## src/rtl/mem_arbiter.sv

```systemverilog
// -----------------------------------------------------------------------------
// mem_arbiter
//
// Shares one single-port Memory model between the instruction-fetch unit (IF)
// and the load/store unit (LS). One transaction is in flight at a time:
//   IDLE   -> accept one request (handshake), latch its fields
//   ACCESS -> drive Memory for MEM_LAT cycles, then capture read data
//   RESP   -> one-cycle resp_valid pulse to the owner, back to IDLE
//
// Parameters:
//   MEM_LAT  cycles from mem_ren/mem_wen assertion to data valid / write done
//            (must be >= 1)
//
// Optional feature (compile-time macro):
//   MEM_ARB_RR_EN  round-robin between IF and LS on contention; when
//                  undefined, LS has fixed priority over IF.
//
// Ports:
//   clk, rst_n                      clock, asynchronous active-low reset
//   if_req_valid/ready, if_addr     IF word-read request channel
//   if_resp_valid, if_rdata         IF response pulse and fetched word
//   ls_req_valid/ready, ls_wen, ls_addr, ls_wdata,
//   ls_suffix_b/h, ls_sext          LS request channel
//   ls_resp_valid, ls_rdata         LS response pulse, load data (0 on store)
//   mem_*                           Memory pins (ren/raddr/wen/waddr/wdata/
//                                   suffix_b/suffix_h/sext out, rdata in)
// -----------------------------------------------------------------------------
module mem_arbiter #(
  parameter int unsigned MEM_LAT = 1
) (
  input  logic        clk,
  input  logic        rst_n,
  input  logic        if_req_valid,
  output logic        if_req_ready,
  input  logic [31:0] if_addr,
  output logic        if_resp_valid,
  output logic [31:0] if_rdata,
  input  logic        ls_req_valid,
  output logic        ls_req_ready,
  input  logic        ls_wen,
  input  logic [31:0] ls_addr,
  input  logic [31:0] ls_wdata,
  input  logic        ls_suffix_b,
  input  logic        ls_suffix_h,
  input  logic        ls_sext,
  output logic        ls_resp_valid,
  output logic [31:0] ls_rdata,
  output logic        mem_ren,
  output logic [31:0] mem_raddr,
  output logic        mem_wen,
  output logic [31:0] mem_waddr,
  output logic [31:0] mem_wdata,
  output logic        mem_suffix_b,
  output logic        mem_suffix_h,
  output logic        mem_sext,
  input  logic [31:0] mem_rdata
);

  if (MEM_LAT == 0) begin : g_bad_mem_lat
    $error("mem_arbiter: MEM_LAT must be at least 1");
  end

  localparam int unsigned   CW       = (MEM_LAT > 1) ? $clog2(MEM_LAT) : 1;
  localparam logic [CW-1:0] CNT_INIT = CW'(MEM_LAT - 1);

  typedef enum logic [1:0] {S_IDLE, S_ACCESS, S_RESP} state_t;
  typedef enum logic       {OWN_IF, OWN_LS}            owner_t;

  state_t        state_q, state_d;
  owner_t        owner_q;
  logic [CW-1:0] cnt_q;
  logic [31:0]   addr_q, wdata_q;
  logic          wen_q, sfx_b_q, sfx_h_q, sext_q;
  logic [31:0]   if_rdata_q, ls_rdata_q;
  logic          grant_ls, hs_if, hs_ls, access_done;

  // ---------------------------------------------------------------------------
  // Arbitration: grant_ls says LS would win if the arbiter is idle.
  // ---------------------------------------------------------------------------
`ifdef MEM_ARB_RR_EN
  owner_t last_grant_q;

  // On contention the requester that was not granted last time wins.
  assign grant_ls = ls_req_valid & (~if_req_valid | (last_grant_q == OWN_IF));

  always_ff @(posedge clk or negedge rst_n) begin
    if (!rst_n)     last_grant_q <= OWN_IF;
    else if (hs_ls) last_grant_q <= OWN_LS;
    else if (hs_if) last_grant_q <= OWN_IF;
  end
`else
  assign grant_ls = ls_req_valid;
`endif

  assign ls_req_ready = (state_q == S_IDLE) & grant_ls;
  assign if_req_ready = (state_q == S_IDLE) & if_req_valid & ~grant_ls;
  assign hs_ls        = ls_req_valid & ls_req_ready;
  assign hs_if        = if_req_valid & if_req_ready;
  assign access_done  = (state_q == S_ACCESS) && (cnt_q == '0);

  // ---------------------------------------------------------------------------
  // State register
  // ---------------------------------------------------------------------------
  // NOTE: clocked state uses non-blocking (<=) so every flop samples the
  // pre-edge value of every other flop, independent of process order.
  always_ff @(posedge clk or negedge rst_n) begin
    if (!rst_n) state_q <= S_IDLE;
    else        state_q <= state_d;
  end

  // ---------------------------------------------------------------------------
  // Next-state logic
  // ---------------------------------------------------------------------------
  always_comb begin
    // NOTE: assigning a default before the case keeps every path driven,
    // so no latch is inferred for state_d.
    state_d = state_q;
    unique case (state_q)
      S_IDLE:   if (hs_if || hs_ls) state_d = S_ACCESS;
      S_ACCESS: if (access_done)    state_d = S_RESP;
      S_RESP:                       state_d = S_IDLE;
      default:                      state_d = S_IDLE;
    endcase
  end

  // ---------------------------------------------------------------------------
  // Output logic: Memory pins only live in ACCESS, so an async reset drops
  // mem_ren/mem_wen immediately through state_q.
  // ---------------------------------------------------------------------------
  always_comb begin
    mem_ren       = 1'b0;
    mem_wen       = 1'b0;
    mem_raddr     = '0;
    mem_waddr     = '0;
    mem_wdata     = '0;
    mem_suffix_b  = 1'b0;
    mem_suffix_h  = 1'b0;
    mem_sext      = 1'b0;
    if_resp_valid = 1'b0;
    ls_resp_valid = 1'b0;
    unique case (state_q)
      S_ACCESS: begin
        mem_ren      = ~wen_q;
        mem_wen      = wen_q;
        mem_raddr    = addr_q;
        mem_waddr    = addr_q;
        mem_wdata    = wdata_q;
        mem_suffix_b = sfx_b_q;
        mem_suffix_h = sfx_h_q;
        mem_sext     = sext_q;
      end
      S_RESP: begin
        if_resp_valid = (owner_q == OWN_IF);
        ls_resp_valid = (owner_q == OWN_LS);
      end
      default: ;
    endcase
  end

  assign if_rdata = if_rdata_q;
  assign ls_rdata = ls_rdata_q;

  // ---------------------------------------------------------------------------
  // Request latch, latency counter and response data capture
  // ---------------------------------------------------------------------------
  // NOTE: these are a handful of flops, not a RAM, so they take the async
  // reset and the rdata outputs read 0 straight out of reset.
  always_ff @(posedge clk or negedge rst_n) begin
    if (!rst_n) begin
      owner_q    <= OWN_IF;
      cnt_q      <= '0;
      addr_q     <= '0;
      wdata_q    <= '0;
      wen_q      <= 1'b0;
      sfx_b_q    <= 1'b0;
      sfx_h_q    <= 1'b0;
      sext_q     <= 1'b0;
      if_rdata_q <= '0;
      ls_rdata_q <= '0;
    end else begin
      if (hs_ls) begin
        owner_q <= OWN_LS;
        addr_q  <= ls_addr;
        wdata_q <= ls_wdata;
        wen_q   <= ls_wen;
        sfx_b_q <= ls_suffix_b;
        sfx_h_q <= ls_suffix_h;
        sext_q  <= ls_sext;
        cnt_q   <= CNT_INIT;
      end else if (hs_if) begin
        // Fetches are always plain 4-byte reads.
        owner_q <= OWN_IF;
        addr_q  <= if_addr;
        wdata_q <= '0;
        wen_q   <= 1'b0;
        sfx_b_q <= 1'b0;
        sfx_h_q <= 1'b0;
        sext_q  <= 1'b0;
        cnt_q   <= CNT_INIT;
      end else if (state_q == S_ACCESS && cnt_q != '0) begin
        cnt_q <= cnt_q - CW'(1);
      end

      if (access_done) begin
        if (owner_q == OWN_LS) ls_rdata_q <= wen_q ? 32'h0 : mem_rdata;
        else                   if_rdata_q <= mem_rdata;
      end
    end
  end

endmodule

```

## config.mk

```make
export PLATFORM = sky130hd
export DESIGN_NAME = mem_arbiter
export DESIGN_NICKNAME = d
export VERILOG_FILES = /design/src/rtl/mem_arbiter.sv
export SDC_FILE = /design/constraint.sdc
export NUM_CORES = 1
export LEC_CHECK = 0
export ABC_AREA = 1
export CORE_MARGIN = 5
export CORE_UTILIZATION = 42
export DETAILED_ROUTE_END_ITERATION = 12
export PLACE_DENSITY = 0.82
export SYNTH_ARGS = -nofsm -noshare
export SYNTH_HDL_FRONTEND = slang
export SYNTH_SLANG_ARGS = --single-unit
export TNS_END_PERCENT = 100
```

## constraint.sdc

```tcl
create_clock -name clk -period 1.9 [get_ports clk]
set_clock_uncertainty 0.05 [all_clocks]
set_input_delay 0.19 -clock clk [delete_from_list [all_inputs] [get_ports clk]]
set_output_delay 0.19 -clock clk [all_outputs]
set_load 0.05 [all_outputs]
```

---- Word level (Yosys, flattened, before mapping) ----
Cells that the tools add are included.
storage, ports and cells
  word-level logic and storage cells ...... 60
  bits of input ports ..................... 136
  flip-flop bits (word level) ............. 136
  output and inout port bits .............. 169
operators by class
  reductions and logical operators ........ 9
  muxes and demuxes ....................... 26
  bitwise gates (word level) .............. 9
  add/sub/neg operators ................... 1
  eq/ne operators ......................... 4
operators by type and width
  cell                   number
  $mux W32               7
  $mux W1                16
  $reduce_and A2 Y1      3
  $and A1 B1 Y1          5
  $mux W2                2
  $not A1 Y1             4
  $pmux W2 S2            1
  $reduce_bool A3 Y1     1
  $eq A2 B1 Y1 const B   1
  $eq A2 B2 Y1 const B   1
  $logic_and A1 B1 Y1    2
  $logic_not A2 Y1       1
  $ne A2 B1 Y1 const B   1
  $ne A2 B2 Y1 const B   1
  $reduce_bool A2 Y1     1
  $logic_or A1 B1 Y1     1
  $sub A1 B1 Y1 const B  1

---- Logic depth before layout (Yosys ltp) ----
Gate-level depths: netlist (run 1).
  depth in word-level cells ............... 7
  mapped depth ............................ 7

---- Least setup slack after synthesis (run 1) ----
No wires, ideal clock.
  path kind ............................... register -> output
  start point ............................. register state_q[1]
  end point ............................... output port mem_waddr[23]
  stages on the path, launching flop included .. 6
  data arrival time ....................... 1.874 ns
  slack ................................... -0.214 ns
  data required time ...................... 1.660 ns
  path buffers ............................ 2
  cell sequence ........................... dfrtp_1 -> inv_1 -> nand2_2 -> clkbuf_1 -> nor2_1 -> buf_4
on the way
  cells in the longest elaborated chain, start to end .. 2
ends and longest elaborated chain
  item                    RTL line  source
  from (decl)             69        state_t state_q, state_d;
  from (signal assigned)  108       else state_q <= state_d;
  $eq A2 B1 Y1            n/a
  $mux W32                n/a
  to (decl)               51        output logic [31:0] mem_waddr,
Every way passes these cells.

---- Worst setup path in the final report (run 1) ----
  start point ............................. register state_q[1]
  end point ............................... output port mem_raddr[11]
on the way
  cells in the longest elaborated chain, start to end .. 2
ends and longest elaborated chain
  item          RTL line  source
  $eq A2 B1 Y1  141       unique case (state_q)
  $mux W32      141
  to (decl)     49        output logic [31:0] mem_raddr,
Every way passes these cells.

==> results.json, run 1 <==
{
  "synthMostInstantiatedCell": "nand2_1",
  "cp_data_arrival_time_ns": 1.64,
  "synth.yosys.seq_area_share_pct": 52.0,
  "synth_top_area_cell": "dfrtp_1",
  "utilization_pct": 76.8,
  "core_region_area_um2": 15300,
  "placement.io_buffers": 304,
  "worst_setup_path_end_kind": "output port",
  "clk_pin_slew_ns": 0.06,
  "max_stage_delay_ns": 0.41,
  "timing.critical_path.required_ns": 1.66,
  "final_layout_size_suffix_gt1_share_pct": 20.0,
  "detail_route.wl_per_cell_um": 17.2,
  "critical_path.cell_chain": "inv_2 -> nand2_4 -> buf_16 -> nor2_4 -> buf_12",
  "synthesis.nets": 999,
  "report.final.slew_viol_count": 0,
  "cellPowerDensity_nw_per_um2": 2030,
  "final_min_period_over_clock_period_pct": 98.9,
  "final-instance-count-excl-fill": 1354,
  "gp_routability_congestion": 0.858,
  "total_power_after_layout_mw": 23.8,
  "cts_buffers": 17,
  "htree_num_levels": 4,
  "post-synth-top-area-fraction_pct": 52.0,
  "ys_async_sr_fraction_pct": 100,
  "use_met1_pct": 29.7,
  "yosysUniqueCellTypes": 21,
  "vias": 6710,
  "met2_capacity_usage_during_global_routing_pct": 43.1,
  "setup_ws_ns": 0.0211,
  "cell_count_after_placement": 1318,
  "tritoncts_clock_tree": "built",
  "place.detailed.hpwl_um": 16400,
  "drc": 0,
  "floorplan.die_area_um2": 18200,
  "detail_route.vias_per_cell": 4.96,
  "grt_use_total_pct": 24.9,
  "fin_crit_ns": 1.88,
  "fp.dieH_um": 135,
  "slowest_stage": "dfrtp_1",
  "pin_count": 305,
  "detailedPlace.worstSlack_ns": 0.190,
  "grt_start_max_net_pins": 68,
  "grt_pass1_vias": 6879,
  "ir_worst_vdd_v": 0.00113,
  "path_max_fanout": 27,
  "grt_setup_unrepaired": "true",
  "syn_area_per_cell_um2": 7.58,
  "start_util_pct": 42.9,
  "total_standard_cell_area_after_synthesis_um2": 6540,
  "met3_track_utilization_from_global_routing_pct": 7.60,
  "hold_path.class": "input pin to async pin",
  "critical_path_class": "flop to output port",
  "power.leakage_nw": 5.65,
  "clk_root_buffer_cell": "clkbuf_16",
  "antenna_found_initial": 0,
  "number_of_sinks_on_the_clock_net": 136,
  "yosys_register_bits": 136,
  "post_synth_main_area_contributors": "dfrtp_1 (52%), nand2_1 (17%), inv_1 (7.7%), nand3_1 (5.0%), buf_4 (4.4%)",
  "initialDrtViolationCount": 401,
  "placement_rows": 45,
  "cts_buffer_depth": 2,
  "setup_viol": 0,
  "ys.warnings.count": 0,
  "outcome": "finished, final reports clean",
  "nNetsFinal": 1266,
  "insertedDiodeCount": 0,
  "setup_tns_ns": 0,
  "post_synth_inst_count": 863,
  "wl_um": 23200,
  "detail-route-antenna-nets": 0,
  "die_w_um": 135,
  "grt_pass1_wl_um": 35800,
  "yosys_most_used_dff": "dfrtp_1",
  "max_freq_ghz": 0.532,
  "clkLatencyLatePin_ns": 0.41,
  "post_synth_edffs": 0,
  "max_cap_viol_count": 0,
  "synth_commonest_cells": "nand2_1 (296), dfrtp_1 (136), inv_1 (134)",
  "tightest_slew_ns": 0.548,
  "top_usage_layer": "met2",
  "syn_to_final_growth_pct": 79.2,
  "crit_path_start_kind": "flop",
  "worst_slew_margin_rel_pct": 63.4,
  "timing.final.hold_violations": 0,
  "globalRouteOverflowTotal": 0,
  "drt_pre_antenna_iters": 5,
  "nFillCells": 957
}
==> layout by cell type (no fill, tap or decap), types with 2 or more instances in the layout <==
cell,n
inv_1,133
nand3_1,65
buf_4,16
clkbuf_16,19
o21ai_0,24
nor2_1,14
clkinv_2,3
clkdlybuf4s50_1,198
buf_12,110
inv_2,2
clkinv_4,6
nor2_2,21
nand4_1,32
o21ai_1,12
dfrtp_1,135
nor2_4,37
bufinv_16,4
nor3_1,2
nand2_1,296
==> state kept, by name, summed over array words and instances (netlist names), 2 cells and up <==
register,flops
addr_q,32
if_rdata,32
ls_rdata,32
state_q,2
wdata_q,32
==> critical path, delay by kind of cell, from the launching register on <==
kind	cells	cell delay (ns)
flip-flops	1	0.41
buffers and inverters	3	0.47
AND/OR/NAND/NOR	2	0.32
==> final cells by class <==
type                    instances  area, um^2  area share, %
clock inverters                14         199           1.70
well taps                     211         264           2.25
multi-input cells             508        2470           21.1
clock buffers                  18         439           3.75
repair buffers                330        4420           37.7
flip-flops and latches        136        3400           29.1
inverters                     137         517           4.41
==> path summary, 6_finish.rpt <==
kind	startpoint	end	slack, ns	cells after the start
hold / removal	rst_n	if_rdata[7]	0.26	2
min in group clk	ls_wdata[23]	wdata_q[23]	0.28	3
setup reg to reg	state_q[0]	if_rdata[25]	0.19	7
max in group asynchronous	rst_n	wdata_q[6]	0.95	3
setup / recovery	state_q[1]	mem_raddr[11]	0.02	5
hold reg to reg	if_rdata[0]	if_rdata[0]	0.43	2
==> report_power, final <==
part | internal, mW | switching [mW] | total, mW
Combinational | 5.59 | 9.59 | 15.2
Sequential | 4.30 | 0.767 | 5.07
Clock | 2.24 | 1.29 | 3.53
Total | 12.1 | 11.6 | 23.8
==> repair_timing <==
action | CTS | global route
pin swaps | 0 | 4
endpoints found under the hold margin | 46 | 0
cloned | 0 | 2
setup endpoints to repair | 69 | 103
setup buffers | 0 | 1
hold buffers | 1 | 0
gates resized for setup | 50 | 49
==> kinds of logic (layout without fill, tap and decap cells) <==
kind of cell / Yosys count / in the layout / share of synthesized area [%]
simple gates: 470 / 470 / 29.9
buf+inv: 219 / 499 / 15.1
compound gates: 38 / 38 / 2.97
flops: 136 / 136 / 52.0
==> metal layers <==
metal / vias up / wire length [um]
met1: 3189 / 8380
met2: 364 / 11800
li1: 3110 / -
met3: 47 / 2400
met4: 0 / 608
met5: - / 0
==> metrics by stage <==
stage,cell area [um^2],hold WS (ns)
global route,11700,0.276
detailed placement,10700,0.122
finish,11700,0.261
floorplan,6540,-0.156
global placement,10700,0.120
CTS,11500,0.254
Power figures use the tool's default switching activity.
==> inputs of run 2 (changes only) <==
--- a/config.mk
+++ b/config.mk
@@ -7,9 +7,10 @@
 export LEC_CHECK = 0
 export ABC_AREA = 1
 export CORE_MARGIN = 5
-export CORE_UTILIZATION = 42
+export CORE_UTILIZATION = 43
+export CTS_BUF_LIST = sky130_fd_sc_hd__clkbuf_8
 export DETAILED_ROUTE_END_ITERATION = 12
-export PLACE_DENSITY = 0.82
+export PLACE_DENSITY = 0.83
 export SYNTH_ARGS = -nofsm -noshare
 export SYNTH_HDL_FRONTEND = slang
 export SYNTH_SLANG_ARGS = --single-unit
==> run 2 against run 1 <==
Effect of this change: the run now ends with negative setup slack left; hold slack worse by 0.026 ns; clock power is 34% lower; sequential power hardly changed; cell count is 0.15% lower; sequential cell count stayed put; first-iteration DRC count is 10% higher; critical path depth stayed put; routed wire length is 11% higher; count of clock-buffer cells in the layout is 1 higher; die area is 2.2% lower; sequential share of layout area is 0.61 points lower; critical path type unchanged; critical endpoint is now mem_raddr[2]; highest routed layer unchanged.
==> results.json, run 2 (synthesis gave the netlist of run 1 again) <==
{
  "max_stage_delay_ns": 0.43,
  "placement_rows": 45,
  "ir_worst_vdd_v": 0.00132,
  "dr.max_layer_used": "met4",
  "clkLatencyLatePin_ns": 0.44,
  "nNetsFinal": 1287,
  "insertedDiodeCount": 0,
  "tightest_slew_ns": 0.558,
  "wl_um": 25800,
  "final_min_period_over_clock_period_pct": 102,
  "post_dp_cell_area_um2": 10700,
  "cts_buffer_depth": 2,
  "timing.critical_path.required_ns": 1.66,
  "stdcell_area_um2": 12000,
  "detail-route-antenna-nets": 0,
  "total_power_after_layout_mw": 23.6,
  "detail_route.vias_per_cell": 5.19,
  "timing.final.hold_violations": 0,
  "placement.io_buffers": 304,
  "drt_pre_antenna_iters": 6,
  "outcome": "finished, violations left",
  "grt_setup_unrepaired": "true",
  "htree_num_levels": 4,
  "violations": "negative setup slack",
  "cellPowerDensity_nw_per_um2": 1970,
  "worst_setup_path_end_kind": "output port",
  "cts_buffers": 17,
  "layout_commonest_cell": "nand2_1",
  "clk_pin_slew_ns": 0.08,
  "setup_viol": 18,
  "utilization_pct": 79.6,
  "pin_count": 305,
  "grt_pass1_vias": 7385,
  "ff2ff_path_depth": 8,
  "syn_to_final_growth_pct": 83.1,
  "setup_ws_ns": -0.0453,
  "report.final.slew_viol_count": 0,
  "number_of_sinks_on_the_clock_net": 136,
  "detail_route.wl_per_cell_um": 19.1,
  "crit_path_start_kind": "flop",
  "mostFrequentLayoutCells": "nand2_1 (296), clkdlybuf4s50_1 (139), dfrtp_1 (134)",
  "gp_routability_congestion": 0.820,
  "route.layer.met1.wl_um": 9240,
  "wl_met3_um": 2250,
  "dr_wl_met2_um": 13200,
  "tritoncts_clock_tree": "built",
  "grt_start_max_net_pins": 56,
  "floorplan.die_area_um2": 17800,
  "grt_use_total_pct": 27.9,
  "final_layout_size_suffix_gt1_share_pct": 22.9,
  "place.detailed.hpwl_um": 16900,
  "hold_path.class": "input pin to async pin",
  "max_cap_viol_count": 0,
  "hold_ws_ns": 0.235,
  "critical_path_cell_count": 5,
  "clk_root_buffer_cell": "clkbuf_8",
  "critical_path.cell_chain": "inv_4 -> nand2_8 -> buf_12 -> nor2_4 -> buf_12",
  "cp_data_arrival_time_ns": 1.71,
  "critical_path_buf_inv_count": 3,
  "critical_path_class": "flop to output port",
  "cell_count_after_placement": 1298,
  "core_region_area_um2": 15000,
  "fin_crit_ns": 1.95,
  "die_w_um": 133,
  "grt_pass1_wl_um": 39000,
  "path_max_fanout": 14,
  "max_freq_ghz": 0.514,
  "power.leakage_nw": 6.25,
  "worst_slew_margin_rel_pct": 62.8,
  "initialDrtViolationCount": 442,
  "detailedPlace.worstSlack_ns": 0.156,
  "slowest_stage": "dfrtp_1",
  "drc": 0,
  "final-instance-count-excl-fill": 1352,
  "setup_tns_ns": -0.307,
  "globalRouteOverflowTotal": 0,
  "crit_family": "buffers and inverters",
  "antenna_found_initial": 0,
  "cp_common_cell": "buf_12",
  "vias": 7013,
  "fp.dieH_um": 133,
  "start_util_pct": 43.5
}
## run 2: repair_timing
action                                  CTS  global route
hold buffers                              1             0
gates cloned                              6             0
endpoints found under the setup margin  121           137
pin swaps                                 3             5
gates resized for setup                 140            65
hold endpoints to repair                 52             0
buffers inserted                          8             7
## run 2: routing by layer
layer / vias to the layer above / track usage (%)
li1: 3156 / -
met1: 3357 / 31.7
met2: 423 / 48.3
met3: 77 / 7.55
met4: 0 / 14.0
met5: - / 0
## run 2: worst reg2reg max path, stage by stage, from the launching register on
cell     delay (ns)
dfrtp_2        0.50
nor2_4         0.18
buf_4          0.13
buf_4          0.12
o21ai_2        0.07
inv_2          0.24
buf_12         0.21
nand3_1        0.15
nand2_1        0.08
## run 2: worst paths after layout
| check | to | startpoint | slack [ns] |
|---|---|---|---|
| min in group clk | wdata_q[0] | ls_wdata[0] | 0.24 |
| worst min-delay path | if_rdata[2] | rst_n | 0.24 |
| max in group asynchronous | if_rdata[21] | rst_n | 0.97 |
| worst max register to register | addr_q[28] | state_q[0] | 0.13 |
| worst min register to register | ls_rdata[25] | ls_rdata[25] | 0.43 |
| worst max-delay path | mem_raddr[2] | state_q[1] | -0.05 |
## run 2: cell type report
class	instances	area, um^2
multi-input combinational	509	2660
tap	188	235
inverter	137	519
sequential	136	3410
clock buffer	19	262
clock inverter	13	119
timing repair buffer	350	4770
fill	845	3060
## run 2: report_power, final
part | internal [mW] | total [mW] | switching (mW)
Clock | 1.11 | 2.32 | 1.20
Sequential | 4.29 | 5.08 | 0.788
Combinational | 6.02 | 16.2 | 10.2
Total | 11.4 | 23.6 | 12.2
